===== config.mk =====
export PLATFORM = sky130hd
export DESIGN_NAME = mb_serial_crc_rx
export DESIGN_NICKNAME = d
export VERILOG_FILES = /design/src/rtl/mb_serial_crc_rx.sv
export SDC_FILE = /design/constraint.sdc
export NUM_CORES = 1
export LEC_CHECK = 0
export CORE_UTILIZATION = 30
export CTS_BUF_LIST = sky130_fd_sc_hd__clkbuf_16
export DETAILED_ROUTE_END_ITERATION = 7
export GPL_ROUTABILITY_DRIVEN = 0
export SLEW_MARGIN = 40
export SYNTH_ARGS = -nofsm -noshare
export SYNTH_HDL_FRONTEND = slang
export SYNTH_SLANG_ARGS = --single-unit

===== constraint.sdc =====
create_clock -name CLK -period 1.9 [get_ports CLK]
set_input_delay 0.19 -clock CLK [delete_from_list [all_inputs] [get_ports CLK]]
set_output_delay 0.19 -clock CLK [all_outputs]
set_load 0.02 [all_outputs]

===== src/rtl/mb_serial_crc_rx.sv =====
// mb_serial_crc_rx -- receive end of the serial CRC link.
// Deserialises start / DATA_W data bits (MSB first) / CRC_W CRC bits (MSB
// first) / stop, checks the CRC residue and the stop bit, and reports the
// outcome as a one-clock status pulse on the edge after the stop sample.
// Optional error counter: define MB_RX_ERRCNT_EN to build ErrCnt logic;
// otherwise ErrCnt is tied to zero.
module mb_serial_crc_rx #(
  parameter int                 DATA_W   = 8,
  parameter int                 CRC_W    = 4,
  parameter logic [CRC_W-1:0]   POLY     = 4'h3,
  parameter logic [CRC_W-1:0]   CRC_INIT = 4'h0
) (
  input  logic              CLK,
  input  logic              Reset_bar,
  input  logic              BitEn,
  input  logic              SDI,
  output logic [DATA_W-1:0] Dout,
  output logic              DValid,
  output logic              CrcErr,
  output logic              FrameErr,
  output logic              Busy,
  output logic [7:0]        ErrCnt
);

  localparam int MAX_W = (DATA_W > CRC_W) ? DATA_W : CRC_W;
  localparam int CNT_W = (MAX_W > 1) ? $clog2(MAX_W) : 1;

  localparam logic [1:0] IDLE = 2'd0;
  localparam logic [1:0] DATA = 2'd1;
  localparam logic [1:0] CRC  = 2'd2;
  localparam logic [1:0] STOP = 2'd3;

  logic [1:0]        state;
  logic [CNT_W-1:0]  bitCnt;
  logic [CRC_W-1:0]  crcReg;
  logic [DATA_W-1:0] shiftReg;
  logic              frameDone;  // stop bit was sampled on the previous edge
  logic              stopBit;    // stop-bit value captured at the stop sample
  logic              crcOk;      // residue was zero at the stop sample

  // One serial CRC step; received CRC bits go through the same update so a
  // clean frame leaves a zero residue.
  function automatic logic [CRC_W-1:0] crcNext(input logic [CRC_W-1:0] c,
                                               input logic b);
    logic fb;
    fb = c[CRC_W-1] ^ b;
    return {c[CRC_W-2:0], 1'b0} ^ (fb ? POLY : '0);
  endfunction

  // Frame FSM, bit counter, CRC and payload shifter; all advance only on
  // BitEn strobes so gaps of any length simply hold the frame in place.
  // NOTE: non-blocking assignments keep every register sampling pre-edge values.
  always_ff @(posedge CLK or negedge Reset_bar) begin
    if (!Reset_bar) begin
      state    <= IDLE;
      bitCnt   <= '0;
      crcReg   <= CRC_INIT;
      shiftReg <= '0;
      stopBit  <= 1'b1;
      crcOk    <= 1'b0;
    end else if (BitEn) begin
      case (state)
        IDLE: begin
          if (!SDI) begin
            bitCnt <= CNT_W'(DATA_W - 1);
            crcReg <= CRC_INIT;
            state  <= DATA;
          end
        end
        DATA: begin
          shiftReg <= {shiftReg[DATA_W-2:0], SDI};
          crcReg   <= crcNext(crcReg, SDI);
          if (bitCnt == '0) begin
            bitCnt <= CNT_W'(CRC_W - 1);
            state  <= CRC;
          end else begin
            bitCnt <= bitCnt - CNT_W'(1);
          end
        end
        CRC: begin
          crcReg <= crcNext(crcReg, SDI);
          if (bitCnt == '0) begin
            state <= STOP;
          end else begin
            bitCnt <= bitCnt - CNT_W'(1);
          end
        end
        default: begin  // STOP
          // Capture the verdict now: a back-to-back start bit on the next
          // strobe reloads the CRC register before the status pulse fires.
          stopBit <= SDI;
          crcOk   <= (crcReg == '0);
          state   <= IDLE;
        end
      endcase
    end
  end

  // Flag that the stop bit was consumed; cleared on the next edge regardless of BitEn.
  always_ff @(posedge CLK or negedge Reset_bar) begin
    if (!Reset_bar) frameDone <= 1'b0;
    else            frameDone <= BitEn && (state == STOP);
  end

  // Status pulses and payload hand-off, one edge after the stop sample.
  always_ff @(posedge CLK or negedge Reset_bar) begin
    if (!Reset_bar) begin
      Dout     <= '0;
      DValid   <= 1'b0;
      CrcErr   <= 1'b0;
      FrameErr <= 1'b0;
    end else begin
      DValid   <= 1'b0;
      CrcErr   <= 1'b0;
      FrameErr <= 1'b0;
      if (frameDone) begin
        if (!stopBit) begin
          FrameErr <= 1'b1;  // framing error masks any CRC verdict
        end else if (!crcOk) begin
          CrcErr <= 1'b1;
        end else begin
          DValid <= 1'b1;
          Dout   <= shiftReg;
        end
      end
    end
  end

  assign Busy = (state != IDLE);

`ifdef MB_RX_ERRCNT_EN
  logic errHit;
  assign errHit = frameDone && (!stopBit || !crcOk);

  // Saturating error counter, advancing on the same edge as the error pulse.
  always_ff @(posedge CLK or negedge Reset_bar) begin
    if (!Reset_bar)                        ErrCnt <= 8'h00;
    else if (errHit && (ErrCnt != 8'hFF))  ErrCnt <= ErrCnt + 8'h01;
  end
`else
  assign ErrCnt = 8'h00;
`endif

endmodule

; Word level (Yosys, flattened, before mapping)
; Index checks and enable logic that the tools add are counted.
[classes]
n_addsub = 1
n_eq_ne = 7
n_mux = 19
bitwise_logic = 3
reduce_logical = 15
[op_table]
columns = cell, n
row1 = 2-to-1 mux 3 bit, 3
row2 = case mux 3 bit (3 select lines), 1
row3 = 2-to-1 mux 1 bit, 8
row4 = 2-to-1 mux 2 bit, 4
row5 = inequality test 2 bit (second input constant), 4
row6 = case mux 4 bit (2 select lines), 1
row7 = AND reduction 4 bit, 2
row8 = case mux 2 bit (3 select lines), 1
row9 = AND reduction 3 bit, 2
row10 = equality test 2 bit (second input constant), 2
row11 = zero test 4 bit, 1
row12 = 2-to-1 mux 4 bit, 1
row13 = AND reduction 2 bit, 2
row14 = nonzero test 2 bit, 2
row15 = bitwise XOR 4 x 2 -> 4 bit, 1
row16 = zero test 3 bit, 1
row17 = nonzero test 3 bit, 1
row18 = OR reduction 3 bit, 1
row19 = subtractor 3 x 1 -> 3 bit (second input constant), 1
row20 = equality test 2 x 1 -> 1 bit (second input constant), 1
row21 = zero test 2 bit, 1
row22 = OR reduction 2 bit, 1
row23 = logical AND 1 bit, 1
row24 = NOT 1 bit, 1
row25 = bitwise XOR 1 bit, 1
[word_totals]
ff_bits = 31
inputBits = 4
out_inout_bits = 20
word_cells = 56

; Logic depth before layout (Yosys ltp)
; Gate-level depths: netlist of the first run.
[depth]
depth_word = 4
ltp_mapped = 6
ltp_nobuf = 6

; Worst setup path before layout of the first run
; No wires, ideal clock.
[synth_path]
path_type = register to register
start = register state[0]
end = register state[1]
setup_ns = 0.125
t_arrival_ns = 1.300
path_slack_ns = 0.475
stages_incl_launch_ff = 6
path_buffers = 0
cell_sequence = dfrtp_1 > inv_1 > ha_1 > nor2_1 > o21ai_1 > mux2_2
[synth_via]
elab_chain_cells = 3
elab_cells_between_ends = 8
[synth_rtl]
columns = item, line_no
row1 = from (decl), 33  ; logic [1:0] state;
row2 = from (signal assigned), 55  ; state <= IDLE;
row3 = from (signal assigned), 67  ; state <= DATA;
row4 = from (signal assigned), 75  ; state <= CRC;
row5 = "equality test 2 x 1 -> 1 bit, or another cell as far along", 62  ; case (state)
row6 = inequality test 2 bit (no line), --
row7 = AND reduction 4 bit (no line), --
; Several ways; a longest one is shown, not always the timed one.
; A chain may end at the register's enable or synchronous reset.

; Final worst setup path of the first run
; Same ends and word-level chain as after synthesis.

==> out/qor.yml, run 1 <==
status: "completed"
postCtsSetupRepairBufs: 0
cap_violations: 0
peakVddDrop_mv: 0.721
yosys-top-cells-area: "dfrtp_1, mux2_2, ha_1"
arrival_ns: 1.76
root_buffer: "clkbuf_16"
worst_setup_path_end_kind: "register"
yosys.area_share.simple: 0.0981
finClkSkew_ns: 0.00577
core_mm2: 0.00441
dp_hpwl_um: 1690
path_clk_slew_ns: 0.05
cts_tree: "done"
routed_wirelength_um: 2260
rows: 24
fin_crit_sh: 0.841
cp_cell_sequence: "inv_1 -> ha_1 -> nor2_1 -> o21ai_1 -> mux2_2"
synth_seq_cells: 31
die_h_um: 70.1
io-pin-count: 24
synth_area_per_cell_um2: 12.1
antenna_found_initial: 0
r2r-end: "state[1]"
drt-initial-drc-count: 26
io_buffers: 15
synth_ff_type: "dfrtp_1"
worst-r2r-cell-count: 5
start_util: 0.315
ys_async_sr_fraction: 1.00
synthXorXnorAreaFrac: 0.0126
synth_adder_area_share: 0.0540
cts_buffers: 5
synth_top_cell_by_area: "dfrtp_1"
post_drt_wl_per_cell_um: 11.9
die_area_mm2: 0.00491
syn2layout_area_growth_pct: 23.9
synth_compound_gate_area_share: 0.0657
htreeDepth: 2
power.density_mw_per_mm2: 1570
criticalPathCategory: "register to register"
critPathTopFamily: "flip-flops"
post-synth-top-count-cell: "dfrtp_1"
yosysWarnings: 0
final_layout_size_suffix_gt1_frac: 0.210
synth_edf_count: 0
dp.cells: 182
synth_top_area_share: 0.540
slowest_delay_ns: 0.41
grt_overflow: 0
setup_viol: 0
dr.pass1.iters: 4
required_ns: 2.06
fmax_mhz: 626
grt_usage: 0.108
layoutNonFillerInstCount: 190
clk_latency_ns: 0.28
grt_max_degree: 32
hp-class: "input pin to async pin"
ant_nets: 0
r2r_start: "state[0]"
ys_types: 25
finalCriticalPeriod_ns: 1.60
cp_max_fo: 5
post_synth_inst_count: 115
clock-sinks: 31
die_w_um: 70.1
grt_setup_unrepaired: "false"
grt_pass1_vias: 889
grt_pass1_wl_um: 3950
vias: 871
nets: 147
antenna_cells: 0
seq_area_frac_synth: 0.559
synth_common_cells: "dfrtp_1, mux2_2, nand2_1"
max-clock-path-buffers: 2
worstSetupStartpointType: "register"
r2r_slack_ns: 0.30
drv_slew: 0
muxShareOfSynthArea: 0.146
synth_top_family_by_area: "multiplexers"
drc: 0
syn_area_mm2: 0.00139
leakagePower_nw: 0.841
hold_violations: 0
crit_buf_inv: 1
viasPerCell: 4.58
setup_tns_ns: 0
cp_slowest_cell: "dfrtp_1"
[sequential cells by signal (all words and copies together) (netlist names)]
register	count
shiftReg	8
crcOk	1
state	2
DValid	1
CrcErr	1
Dout	8
stopBit	1
frameDone	1
bitCnt	3
crcReg	4
FrameErr	1
[worst max-delay path by stage]
stage	start	endpoint	slack (ns)	depth (start not counted)
after floorplan	state[0]	state[1]	0.48	5
after global placement	state[0]	state[1]	0.37	5
after detailed placement	state[0]	state[1]	0.30	5
after CTS	state[0]	Busy	0.05	4
after global routing	state[0]	state[1]	0.16	5
final	state[0]	state[1]	0.30	5
[per-stage QoR]
step           worst slack [ns]  power [mW]  hold WS [ns]  instance area (um2)  utilization
4_1_cts                  0.0468        2.76         0.322                 1720        0.389
3_3_place_gp              0.366        1.96         0.461                 1580        0.358
2_1_floorplan             0.475        1.70        -0.106                 1420            -
5_1_grt                   0.162        2.90         0.363                 1720        0.390
6_report                  0.302        2.71         0.315                 1720        0.390
3_5_place_dp              0.302        2.00         0.472                 1580        0.358
[cell type report]
class / count / area, um2
Sequential cell: 31 / 777
Clock buffer: 5 / 125
Timing Repair Buffer: 16 / 160
Inverter: 7 / 26.3
Multi-Input combinational cell: 76 / 553
Fill cell: 430 / 2690
Clock inverter: 3 / 15.0
Tap cell: 52 / 65.1
[what timing repair did]
action / CTS / global route
setup endpoints to repair: 0 / 1
hold buffers: 0 / 0
gates resized for setup: 0 / 1
[power by group]
group	leakage (nW)	internal [mW]	total, mW	switching, mW
logic	0.377	0.441	0.885	0.444
registers	0.398	0.906	1.09	0.180
clock network	0.0649	0.473	0.735	0.261
[cells in the final DEF, fill, tap and decap left out, types with 2 or more instances in the layout]
cell type / Yosys / routed
a21oi_1: 5 / 5
nand2_1: 14 / 14
clkdlybuf4s50_1: 0 / 14
nand3_1: 3 / 3
o22a_1: 2 / 2
nor2_1: 3 / 3
o21ai_0: 2 / 2
inv_1: 7 / 7
nand2b_1: 3 / 3
clkinv_1: 0 / 2
dfrtp_1: 30 / 30
nor2b_1: 2 / 2
conb_1: 1 / 8
clkbuf_16: 0 / 5
ha_1: 6 / 6
mux2_2: 18 / 18
[routing by layer]
layer / GRT usage / routed length [um] / share of wire / vias up
li1: - / - / - / 417
met1: 0.134 / 1090 / 0.48 / 426
met2: 0.157 / 972 / 0.43 / 24
met3: 0.0563 / 147 / 0.065 / 4
met4: 0.0467 / 45 / 0.020 / 0
met5: 0 / 0 / 0 / -
[kinds of logic (layout without fill, tap and decap cells)]
group,count (synthesis),after routing
xor+xnor,2,2
buf+inv,15,31
fa+ha+maj,6,6
compound gates,14,14
other cells,1,8
mux,18,18
flops,31,31
simple gates,28,28
No activity file was read; power rests on OpenSTA's default activity.
==> run 2: changes to the inputs <==
==> constraint.sdc (replaced) <==
create_clock -name CLK -period 1.6 [get_ports CLK]
set_input_delay 0.16 -clock CLK [delete_from_list [all_inputs] [get_ports CLK]]
set_output_delay 0.16 -clock CLK [all_outputs]
set_load 0.02 [all_outputs]
==> out/qor.yml, run 2 (same netlist as run 1, synthesis figures left out) <==
status: "completed"
arrival_ns: 1.71
layoutNonFillerInstCount: 194
ant_nets: 0
dp_hpwl_um: 1750
antenna_cells: 0
die_w_um: 70.1
power_frac_clock: 0.266
grt_max_degree: 32
dr.pass1.iters: 4
drv_slew: 0
setup_viol: 0
hp-class: "input pin to async pin"
worst_setup_path_end_kind: "register"
ff_latch_area_um2: 777
syn2layout_area_growth_pct: 26.1
antenna_found_initial: 0
max-clock-path-buffers: 2
grt_usage: 0.107
vias: 898
final_common_cell: "dfrtp_1"
criticalPathCategory: "register to register"
final_layout_size_suffix_gt1_frac: 0.246
largest_registers: "Dout: 8 flops, shiftReg: 8 flops, crcReg: 4 flops"
clock-sinks: 31
cp_max_fo: 4
routed_wirelength_um: 2330
peakVddDrop_mv: 0.818
cts_tree: "done"
io-pin-count: 24
finalCriticalPeriod_ns: 1.55
required_ns: 1.76
sw_frac_of_total: 0.325
fin_crit_sh: 0.969
path_clk_slew_ns: 0.05
core_mm2: 0.00441
internal-power_mw: 2.21
io_buffers: 15
n_fill_cell: 439
multi_input_area_um2: 558
die_area_mm2: 0.00491
grt_pass1_wl_um: 3980
grt_pass1_vias: 872
comb_power_share: 0.345
rows: 24
cts_buffers: 5
hold_violations: 0
drc: 0
power_switching_mw: 1.07
cap_violations: 0
dp.cells: 184
hold_ws_ns: 0.291
post_drt_wl_per_cell_um: 12.0
leakagePower_nw: 0.853
root_buffer: "clkbuf_16"
htreeDepth: 2
worstSetupStartpointType: "register"
power.density_mw_per_mm2: 1870
finClkSkew_ns: 0.00331
die_h_um: 70.1
p_seq_frac: 0.389
grt_overflow: 0
start_util: 0.315
clk_latency_ns: 0.27
nets: 151
grt_setup_unrepaired: "true"
viasPerCell: 4.63
drt-initial-drc-count: 22
fmax_mhz: 645
final_cell_mix: "dfrtp_1, mux2_2, nand2_1, clkdlybuf4s50_1, conb_1"
[run 2: worst paths after layout]
| path | startpoint | slack [ns] | cells past startpoint | to |
|---|---|---|---|---|
| worst max-delay path | bitCnt[0] | 0.05 | 5 | state[1] |
| worst min-delay path | Reset_bar | 0.29 | 2 | Dout[5] |
| worst max register to register | bitCnt[0] | 0.05 | 5 | state[1] |
| worst min register to register | crcOk | 0.48 | 1 | CrcErr |
| max in group asynchronous | Reset_bar | 0.99 | 2 | stopBit |
| min in group CLK | crcOk | 0.48 | 1 | CrcErr |
[run 2: final cells by class]
cell class,instances,share of cell area
clock buffer,5,0.0714
multi-input combinational,76,0.318
tap,52,0.0371
timing repair buffer,20,0.106
inverter,7,0.0150
clock inverter,3,0.00857
sequential,31,0.443
[run 2: power groups by stage]
stage | Sequential [mW] | Clock (mW) | Combinational, mW
after detailed placement | 1.29 | 0 | 1.11
final | 1.28 | 0.874 | 1.13
after global routing | 1.31 | 0.947 | 1.25
after global placement | 1.28 | 0 | 1.05
after floorplan | 1.31 | 0 | 0.706
after CTS | 1.28 | 0.905 | 1.09
[run 2: layer usage]
layer	up-vias	global-route usage	wire length, um
li1	425	-	-
met1	446	0.129	1010
met4	0	0.0600	39
met2	24	0.169	1170
met5	-	0	0
met3	3	0.0317	104
[run 2: repair_timing]
item	CTS	global route
setup endpoints to repair	1	5
hold endpoints to repair	0	0
buffers inserted	0	2
cloned	0	0
resized for setup	1	2
hold buffers	0	0
pin swaps	0	1
[run 2: worst max-delay path: stages (launching register included)]
cell     delay (ns)
dfrtp_1        0.37
inv_1          0.07
ha_1           0.25
nor2b_1        0.16
o21ai_1        0.23
mux2_2         0.36
[run 2: per-stage QoR]
stage | setup slack [ns] | TNS, ns | utilization | total power [mW] | area (um2)
floorplan | 0.175 | 0 | - | 2.02 | 1420
global placement | 0.111 | 0 | 0.361 | 2.33 | 1590
detailed placement | 0.0400 | 0 | 0.361 | 2.40 | 1590
CTS | 0.0227 | 0 | 0.393 | 3.28 | 1730
global route | -0.0391 | -0.0391 | 0.397 | 3.51 | 1750
finish | 0.0499 | 0 | 0.397 | 3.28 | 1750
